===== src/rtl/beat_sequencer_pkg.sv =====
// Shared types and defaults for the beat sequencer and its debounce helper.
package beat_pkg;

  typedef enum logic [1:0] {
    B_HALT = 2'd0,
    B_W1   = 2'd1,
    B_W2   = 2'd2,
    B_W3   = 2'd3
  } beat_e;

  localparam int DEBOUNCE_DEF = 4;
  localparam int CNT_W_DEF    = 8;

endpackage


===== src/rtl/beat_sequencer_qd_debounce.sv =====
// Front-panel start button debounce: one start pulse per accepted press,
// re-armed only after the button has been seen released for DEBOUNCE samples.
module qd_debounce
  import beat_pkg::*;
#(
  parameter int DEBOUNCE = DEBOUNCE_DEF
) (
  input  logic t3,
  input  logic clr,
  input  logic qd,
  output logic start
);

  localparam logic [3:0] DB_LIM = 4'(DEBOUNCE);

  logic [3:0] cnt_q, cnt_d;
  logic [3:0] cnt_inc;
  logic       armed_q, armed_d;
  logic       start_q, start_d;

  assign cnt_inc = cnt_q + 4'd1;

  // Count consecutive samples at the level we are waiting for: high while
  // armed (press), low while disarmed (release). Any other sample restarts.
  always_comb begin
    cnt_d   = cnt_q;
    armed_d = armed_q;
    start_d = 1'b0;
    if (armed_q) begin
      if (qd) begin
        if (cnt_inc == DB_LIM) begin
          start_d = 1'b1;
          armed_d = 1'b0;
          cnt_d   = '0;
        end else begin
          cnt_d = cnt_inc;
        end
      end else begin
        cnt_d = '0;
      end
    end else begin
      if (!qd) begin
        if (cnt_inc == DB_LIM) begin
          armed_d = 1'b1;
          cnt_d   = '0;
        end else begin
          cnt_d = cnt_inc;
        end
      end else begin
        cnt_d = '0;
      end
    end
  end

  // Debounce state registers.
  always_ff @(posedge t3 or negedge clr) begin
    if (!clr) begin
      cnt_q   <= '0;
      armed_q <= 1'b1;
      start_q <= 1'b0;
    end else begin
      cnt_q   <= cnt_d;
      armed_q <= armed_d;
      start_q <= start_d;
    end
  end

  assign start = start_q;

endmodule


===== src/rtl/beat_sequencer.sv =====
// Machine-cycle beat generator: drives w1/w2/w3 for the cpu controller,
// honours short/long/stop requests, owns run/halt and the cycle counter.
module beat_sequencer
  import beat_pkg::*;
#(
  parameter int DEBOUNCE = DEBOUNCE_DEF,
  parameter int CNT_W    = CNT_W_DEF
) (
  input  logic             t3,
  input  logic             clr,
  input  logic             qd,
  input  logic             short,
  input  logic             long,
  input  logic             stop,
  output logic             w1,
  output logic             w2,
  output logic             w3,
  output logic             run,
  output logic [CNT_W-1:0] cycles
);

  beat_e            state_q, state_d;
  beat_e            resume_q, resume_d;
  beat_e            beat_nxt;
  logic [CNT_W-1:0] cycles_q, cycles_d;
  logic             w1_q, w2_q, w3_q, run_q;
  logic             start;

  qd_debounce #(
    .DEBOUNCE(DEBOUNCE)
  ) u_debounce (
    .t3   (t3),
    .clr  (clr),
    .qd   (qd),
    .start(start)
  );

  // Beat that would follow the current one; short beats long in W1.
  always_comb begin
    beat_nxt = B_HALT;
    case (state_q)
      B_W1:    beat_nxt = short ? B_W1 : B_W2;
      B_W2:    beat_nxt = long ? B_W3 : B_W1;
      B_W3:    beat_nxt = B_W1;
      default: beat_nxt = B_HALT;
    endcase
  end

  // Sequencing: a stop still completes the beat (and cycle count) but parks
  // the computed beat in the resume register so a restart continues there.
  always_comb begin
    state_d  = state_q;
    resume_d = resume_q;
    cycles_d = cycles_q;
    if (state_q == B_HALT) begin
      if (start) begin
        state_d = resume_q;
      end
    end else begin
      if (beat_nxt == B_W1) begin
        cycles_d = cycles_q + CNT_W'(1);
      end
      if (stop) begin
        resume_d = beat_nxt;
        state_d  = B_HALT;
      end else begin
        state_d = beat_nxt;
      end
    end
  end

  // State, resume, counter and registered beat decodes.
  always_ff @(posedge t3 or negedge clr) begin
    if (!clr) begin
      state_q  <= B_HALT;
      resume_q <= B_W1;
      cycles_q <= '0;
      w1_q     <= 1'b0;
      w2_q     <= 1'b0;
      w3_q     <= 1'b0;
      run_q    <= 1'b0;
    end else begin
      state_q  <= state_d;
      resume_q <= resume_d;
      cycles_q <= cycles_d;
      w1_q     <= (state_d == B_W1);
      w2_q     <= (state_d == B_W2);
      w3_q     <= (state_d == B_W3);
      run_q    <= (state_d != B_HALT);
    end
  end

  assign w1     = w1_q;
  assign w2     = w2_q;
  assign w3     = w3_q;
  assign run    = run_q;
  assign cycles = cycles_q;

endmodule


===== config.mk =====
export PLATFORM = sky130hd
export DESIGN_NAME = beat_sequencer
export DESIGN_NICKNAME = d
export VERILOG_FILES = /design/src/rtl/beat_sequencer_pkg.sv /design/src/rtl/beat_sequencer_qd_debounce.sv /design/src/rtl/beat_sequencer.sv
export SDC_FILE = /design/constraint.sdc
export NUM_CORES = 1
export LEC_CHECK = 0
export ABC_AREA = 1
export BUFFER_PORTS_ARGS = -buffer_cell sky130_fd_sc_hd__buf_2
export CAP_MARGIN = 20
export CORE_UTILIZATION = 58
export CTS_BUF_LIST = sky130_fd_sc_hd__clkbuf_4 sky130_fd_sc_hd__clkbuf_8 sky130_fd_sc_hd__clkbuf_16
export DETAILED_ROUTE_END_ITERATION = 16
export PLACE_DENSITY = 0.88
export SYNTH_ARGS = -nofsm -noshare
export SYNTH_HDL_FRONTEND = slang
export SYNTH_SLANG_ARGS = --single-unit

===== constraint.sdc =====
create_clock -name t3 -period 2 [get_ports t3]
set_input_delay 0.1 -clock t3 [delete_from_list [all_inputs] [get_ports t3]]
set_output_delay 0.1 -clock t3 [all_outputs]
set_load 0.1 [all_outputs]

# After elaboration in Yosys (flattened, before gate mapping)
# Cells that the tools add are included.
# classes
bitwise	1
reduce_logical	4
n_eq_ne	8
addsub	2
muxes	17
# ops
operator	n
$mux W4	4
$mux W2	5
$add A8 B1 Y8 const B	1
$eq A2 B2 Y1 const B	4
$mux W1	7
$eq A2 B1 Y1 const B	3
$pmux W2 S3	1
$add A4 B1 Y4 const B	1
$eq A4 B3 Y1 const B	1
$reduce_and A2 Y1	2
$logic_not A2 Y1	1
$reduce_bool A2 Y1	1
$not A1 Y1	1
# word_totals
elab_cells	42
ff_bits	22
inputBits	6

# Longest topological paths before layout
# Gate-level depths: netlist of run 1.
# logic_depth
ltp_word	5
depth_mapped	8
ltp_nobuf	8

# Modules after synthesis
# From an unflattened synthesis of run 1, not the netlist that was laid out.
# hier_totals
cells_unflattened	130
hier_area_um2	1077.3
# modules_own_cells
mod	cells_per_inst	area_per_inst_um2	instances
beat_sequencer	96	780.7	1
qd_debounce	34	296.5	1

# Worst setup path after synthesis of run 1
# Ideal clock, no wire load.
# synth_path
kind	reg2reg
start	reg cycles_q[0] (netlist: cycles[0])
end	reg cycles_q[4] (netlist: cycles[4])
path_slack_ps	138
required_time_ps	1880
t_arrival_ps	1742
path_stages_with_launch	6
cell_sequence	dfrtp_1 > ha_1 > nand3_1 > xnor2_1 > nand2_1 > nand2_1
# synth_between
elab_chain_len	1
# synth_rtl
element	line	rtl
start, declared	beat_sequencer.sv:25	logic [CNT_W-1:0] cycles_q, cycles_d;
start signal, assigned	beat_sequencer.sv:85	cycles_q <= cycles_d;
$add A8 B1 Y8	beat_sequencer.sv:61	cycles_d = cycles_q + CNT_W'(1);
# Every way passes these cells.
# A chain may end at the register's enable or synchronous reset.

# Final worst setup path of run 1
# layout_path
start	reg cycles_q[0] (netlist: cycles[0])
end	out cycles[0]
# layout_rtl
element	line	rtl
end, declared	beat_sequencer.sv:19	output logic [CNT_W-1:0] cycles
# No word-level cell between the ends.

==> results.sh, run 1 <==
export IMPL_status="complete, no violations"
export IMPL_synthToLayoutAreaGrowth_pct=14.0
export IMPL_end_kind="primary output"
export IMPL_slowest_stage="dfrtp_1"
export IMPL_cp_num_cells=1
export IMPL_place_congestion=0.838
export IMPL_syn_num_nets=138
export IMPL_chipWidth_um=45.1
export IMPL_cp_start_kind="flip-flop"
export IMPL_fin_tns_setup_ps=0
export IMPL_grt_pass1_vias=793
export IMPL_synth_top_area_share_pct=46.4
export IMPL_met2_usage_pct=38.8
export IMPL_tightest_slew_ps=483
export IMPL_drv_slew=0
export IMPL_grt_busiest_layer="met2"
export IMPL_yosys_warnings=0
export IMPL_ys_types=21
export IMPL_synthCells=129
export IMPL_die_h_um=45.1
export IMPL_rsz0062_at_grt="no"
export IMPL_routed_wl_mm=1.86
export IMPL_crit_family="flip-flops"
export IMPL_fmax_mhz=751
export IMPL_io_buffers=17
export IMPL_critPathRequiredTime_ps=1900
export IMPL_initial_utilization_pct=62.5
export IMPL_ios=18
export IMPL_leakage_uw=0.000665
export IMPL_crit_fanout=5
export IMPL_rows=15
export IMPL_final_nets=160
export IMPL_syn_area_per_cell_um2=8.36
export IMPL_finalWorstPathRequiredPeriod_ps=1330
export IMPL_hpwl_mm=1.47
export IMPL_min_path_cells=3
export IMPL_postLayoutCoreUtil_pct=71.2
export IMPL_finClkSkew_ps=0.997
export IMPL_wl_per_cell_um=10.6
export IMPL_relSlewSlack_pct=67.8
export IMPL_floorplan_die_area_um2=2040
export IMPL_ant_nets=0
export IMPL_syn_area_um2=1080
export IMPL_synth_seq_cells=22
export IMPL_worst_setup_path_type="reg2out"
export IMPL_antenna_cells=0
export IMPL_timing_final_crit_share_pct=66.6
export IMPL_vias=838
export IMPL_viasPerCell=4.79
export IMPL_setup_viol=0
export IMPL_critPathMaxStageDelay_ps=470
export IMPL_cts_resized=0
export IMPL_drive_gt1_share_pct=20.7
export IMPL_hold_viol_final=0
export IMPL_powerDensity_nw_per_um2=1060
export IMPL_max_cap_violations=0
export IMPL_synth_most_common_cell="nand2_1"
export IMPL_drc=0
export IMPL_synth_seq_area_share_pct=51.3
export IMPL_synth_edf_count=0
export IMPL_antenna_found_initial=0
export IMPL_first_pass_iters=4
export IMPL_synth_ff_type="dfrtp_1"
export IMPL_synth_commonest_cells="nand2_1, dfrtp_1, inv_1, nor2_1, nand3_1"
export IMPL_setup_slack_ps=669
export IMPL_cts_root_buf="clkbuf_4"
export IMPL_arrival_ps=1230
export IMPL_cts_tree="done"
export IMPL_path_clk_slew_ps=120
export IMPL_clock_sink_count=22
export IMPL_drt_iter0_drc=14
export IMPL_grt_usage_pct=22.3
export IMPL_r2r_cells=7
export IMPL_cp_cell_sequence="buf_2"
export IMPL_cts_buffer_depth=2
export IMPL_irDropWorstVdd_mv=0.737
export IMPL_hold_class="in2reg"
export IMPL_grt_max_degree=23
export IMPL_clk_latency_ps=300
export IMPL_met3_usage_pct=4.00
export IMPL_ys_async_sr_fraction_pct=100
export IMPL_pre_cts_slack_ps=731
export IMPL_crit_buf_inv=1
export IMPL_synthTopCellsByArea="dfrtp_1, nand2_1, inv_1, dfstp_2, nor2_1"
export IMPL_synth_top_cell_by_area="dfrtp_1"
export IMPL_cts_buffers=3
export IMPL_grt_pass1_wl_mm=3.20
export IMPL_grt_ovfl_total=0
export IMPL_gr_usage_met1_pct=26.0
export IMPL_coreArea_um2=1730
export IMPL_h_tree_depth=1
## layout make-up
cell class | count | area [um^2]
flip-flops and latches | 22 | 553
fillers | 158 | 497
multi-input cells | 89 | 450
repair buffers | 18 | 95.1
inverters | 17 | 63.8
clock buffers | 4 | 36.3
well taps | 25 | 31.3
## kinds of logic after synthesis
family / after synthesis / share of synthesized area, %
flops: 22 / 51.3
simple gates: 78 / 32.1
fa+ha+maj: 3 / 3.48
compound gates: 4 / 2.20
xor+xnor: 4 / 3.95
buf+inv: 18 / 6.96
## layout by cell type (no fill, tap or decap), types with 2 or more instances in the layout
cell type | Yosys | final
buf_2 | 0 | 17
clkbuf_4 | 0 | 3
dfrtp_1 | 20 | 20
dfstp_2 | 2 | 2
ha_1 | 3 | 3
inv_1 | 16 | 16
nand2_1 | 48 | 48
nand2_4 | 2 | 2
nand3_1 | 7 | 7
nand3b_1 | 2 | 2
nor2_1 | 14 | 14
nor2_4 | 2 | 2
o21ai_0 | 2 | 2
xnor2_1 | 2 | 2
## path summary, 6_finish.rpt
path	slack (ps)	endpoint	from
worst max-delay path	670	cycles[0]	cycles[0]$_DFFE_PN0P_
worst min-delay path	30	u_debounce.start$_DFF_PN0_	qd
worst max register to register	700	cycles[7]$_DFFE_PN0P_	state_q[1]$_DFF_PN0_
worst min register to register	480	flip-flop	flip-flop
max in group asynchronous	1370	asynchronous set/reset pin	clr
min in group asynchronous	280	cycles[5]$_DFFE_PN0P_	clr
## registers in the layout (all words and copies together), names as in the netlist, named ones only
signal	flops
w1	1
w2	1
cycles	8
resume_q	2
w3	1
u_debounce.cnt_q	4
state_q	2
u_debounce.start	1
run	1
## report_power, final
group | leakage [uW] | switching [uW] | total, uW | internal, uW
Combinational | 0.000353 | 345 | 448 | 103
Sequential | 0.000292 | 82.4 | 619 | 536
Clock | 0.0000210 | 128 | 239 | 111
Total | 0.000665 | 555 | 1310 | 750
## routing by layer
metal / up-vias / wire [um]
met2: 18 / 990
li1: 429 / -
met4: 0 / 27
met3: 4 / 56
met5: - / 0
met1: 387 / 782
## worst min-delay path: stages
cell	delay [ps]
buf_2	120
nand2_1	60
nor2_1	40
## through the flow
step / std cells / instance area [um^2] / hold WS (ps) / total power, uW
2_1_floorplan: 129 / 1080 / -196 / 982
3_3_place_gp: 170 / 1180 / 79.8 / 1060
3_5_place_dp: 170 / 1180 / 85.9 / 1080
4_1_cts: 175 / 1230 / 26.3 / 1320
5_1_grt: 175 / 1230 / 23.6 / 1380
6_report: 175 / 1230 / 33.7 / 1310
## what timing repair did
item | in CTS | in global routing
setup buffers | 0 | 0
hold buffers | 1 | 0
hold endpoints to repair | 20 | 0
No activity file was read; power rests on OpenSTA's default activity.
==> run 2, diff against run 1 <==
--- a/config.mk
+++ b/config.mk
@@ -8,10 +8,10 @@
 export ABC_AREA = 1
 export BUFFER_PORTS_ARGS = -buffer_cell sky130_fd_sc_hd__buf_2
 export CAP_MARGIN = 20
-export CORE_UTILIZATION = 58
+export CORE_UTILIZATION = 48
 export CTS_BUF_LIST = sky130_fd_sc_hd__clkbuf_4 sky130_fd_sc_hd__clkbuf_8 sky130_fd_sc_hd__clkbuf_16
 export DETAILED_ROUTE_END_ITERATION = 16
-export PLACE_DENSITY = 0.88
+export PLACE_DENSITY = 0.78
 export SYNTH_ARGS = -nofsm -noshare
 export SYNTH_HDL_FRONTEND = slang
 export SYNTH_SLANG_ARGS = --single-unit
==> constraint.sdc (replaced) <==
create_clock -name t3 -period 1.2 [get_ports t3]
set_input_delay 0.06 -clock t3 [delete_from_list [all_inputs] [get_ports t3]]
set_output_delay 0.06 -clock t3 [all_outputs]
set_load 0.1 [all_outputs]
==> run 2 against run 1 <==
Worst hold slack improved by 40 ps. Critical endpoint is now u_debounce.cnt_q[2]$_DFF_PN0_. Largest cell class unchanged. Final cell count is 5.7% higher. Total power rose by 95%.
==> results.sh, run 2 (synthesis results as in run 1) <==
export IMPL_status="complete, no violations"
export IMPL_slowest_stage="dfrtp_1"
export IMPL_hold_ws_ps=73.9
export IMPL_leakage_uw=0.000717
export IMPL_cts_root_buf="clkbuf_4"
export IMPL_coreArea_um2=2040
export IMPL_clk_latency_ps=290
export IMPL_relSlewSlack_pct=67.8
export IMPL_grt_usage_pct=17.0
export IMPL_floorplan_die_area_um2=2440
export IMPL_setup_viol=0
export IMPL_crit_buf_inv=0
export IMPL_synthToLayoutAreaGrowth_pct=37.8
export IMPL_placed_area_um2=1370
export IMPL_hp_start="stop"
export IMPL_cp_cell_sequence="ha_2 > nand2_2 > nand2_2 > nor2_4 > nand2_2 > and2_1"
export IMPL_largest_reg_flops=8
export IMPL_rows=16
export IMPL_crit_fanout=3
export IMPL_grt_ovfl_total=0
export IMPL_drv_slew=0
export IMPL_ant_nets=0
export IMPL_end_kind="flip-flop"
export IMPL_setup_slack_ps=6.92
export IMPL_cts_tree="done"
export IMPL_first_pass_iters=4
export IMPL_h_tree_depth=1
export IMPL_viasPerCell=4.74
export IMPL_max_cap_violations=0
export IMPL_antenna_found_initial=0
export IMPL_finalWorstPathRequiredPeriod_ps=1190
export IMPL_fin_tns_setup_ps=0
export IMPL_stdcell_area_um2=1490
export IMPL_chipWidth_um=49.4
export IMPL_layout_common_cells="nand2_1, inv_1, nor2_1"
export IMPL_wl_per_cell_um=10.9
export IMPL_cts_buffers=3
export IMPL_fillers=157
export IMPL_tightest_slew_ps=483
export IMPL_grt_max_degree=23
export IMPL_powerDensity_nw_per_um2=1710
export IMPL_cp_common_cell="nand2_2"
export IMPL_critPathRequiredTime_ps=1400
export IMPL_path_clk_slew_ps=120
export IMPL_cts_buffer_depth=2
export IMPL_timing_final_crit_share_pct=99.4
export IMPL_antenna_cells=0
export IMPL_finClkSkew_ps=2.47
export IMPL_drt_iter0_drc=10
export IMPL_cp_start_kind="flip-flop"
export IMPL_hpwl_mm=1.49
export IMPL_critPathMaxStageDelay_ps=410
export IMPL_rsz0062_at_grt="yes"
export IMPL_ios=18
export IMPL_hold_viol_final=0
export IMPL_final_nets=168
export IMPL_pre_cts_slack_ps=-40.8
export IMPL_io_buffers=17
export IMPL_grt_pass1_vias=777
export IMPL_hold_class="in2reg"
export IMPL_routed_wl_mm=2.01
export IMPL_worst_setup_path_type="reg2reg"
export IMPL_crit_family="simple AND/OR/NAND/NOR gates"
export IMPL_irDropWorstVdd_mv=1.31
export IMPL_fmax_mhz=838
export IMPL_layout_commonest_cell="nand2_1"
export IMPL_place_congestion=0.808
export IMPL_clock_sink_count=22
export IMPL_drc=0
export IMPL_crit_start="u_debounce.cnt_q[1]$_DFF_PN0_"
export IMPL_vias=877
export IMPL_reg2reg_from="u_debounce.cnt_q[1]$_DFF_PN0_"
export IMPL_initial_utilization_pct=52.8
export IMPL_drive_gt1_share_pct=39.2
export IMPL_arrival_ps=1390
export IMPL_die_h_um=49.4
export IMPL_grt_pass1_wl_mm=3.17
## run 2: cell types whose count changed in the layout (fill, tap and decap cells not counted), moves of 6 or more
cell | before | now
buf_4 | 0 | 6
dfrtp_1 | 20 | 12
buf_2 | 17 | 9
buf_12 | 0 | 7
nand2_2 | 1 | 11
nand2_1 | 48 | 38
dfrtp_4 | 0 | 7
## run 2: tightest hold or removal path: cells and delay by family
kind	cells	cell delay [ps]
simple gates	2	110
buf+inv	1	80
compound gates	1	70
## run 2: what timing repair did
item	CTS	global route
hold endpoints to repair	21	0
hold buffers	2	0
setup endpoints to repair	2	10
buffers inserted	1	2
gates cloned	0	0
resized for setup	1	16
pin swaps	0	7
## run 2: worst paths after layout
kind,to,slack (ps),depth (start not counted)
hold / removal,state_q[0]$_DFF_PN0_,70,4
setup / recovery,u_debounce.cnt_q[2]$_DFF_PN0_,7,6
min in group asynchronous,cycles[5]$_DFFE_PN0P_,240,2
max in group asynchronous,cycles[6]$_DFFE_PN0P_,590,2
hold reg to reg,flip-flop,510,2
setup reg to reg,u_debounce.cnt_q[2]$_DFF_PN0_,7,6
## run 2: area by class of cell
class | count | area [um^2] | area share (%)
clock buffers | 4 | 36.3 | 2.44
flip-flops and latches | 22 | 581 | 39.1
inverters | 17 | 63.8 | 4.29
well taps | 27 | 33.8 | 2.27
multi-input cells | 89 | 503 | 33.8
repair buffers | 26 | 269 | 18.1
## run 2: stage by stage
stage / utilization [%] / cells / total power (uW)
after global routing: 72.8 / 185 / 2690
after CTS: 70.2 / 183 / 2510
after floorplan: - / 129 / 1710
after global placement: 66.9 / 176 / 2040
final: 72.8 / 185 / 2550
after detailed placement: 66.9 / 176 / 2080
## run 2: layer usage
| metal | wire (um) | part of all wire, % | global-route usage [%] |
|---|---|---|---|
| met4 | 10 | 0.50 | 4.29 |
| met1 | 878 | 44 | 19.8 |
| met3 | 41 | 2.0 | 2.80 |
| met2 | 1080 | 54 | 32.0 |
| met5 | 0 | 0 | 0 |
## run 2: report_power, final
part,internal [uW],switching [uW]
Combinational,419,654
Clock,185,211
Sequential,923,159
Total,1530,1020
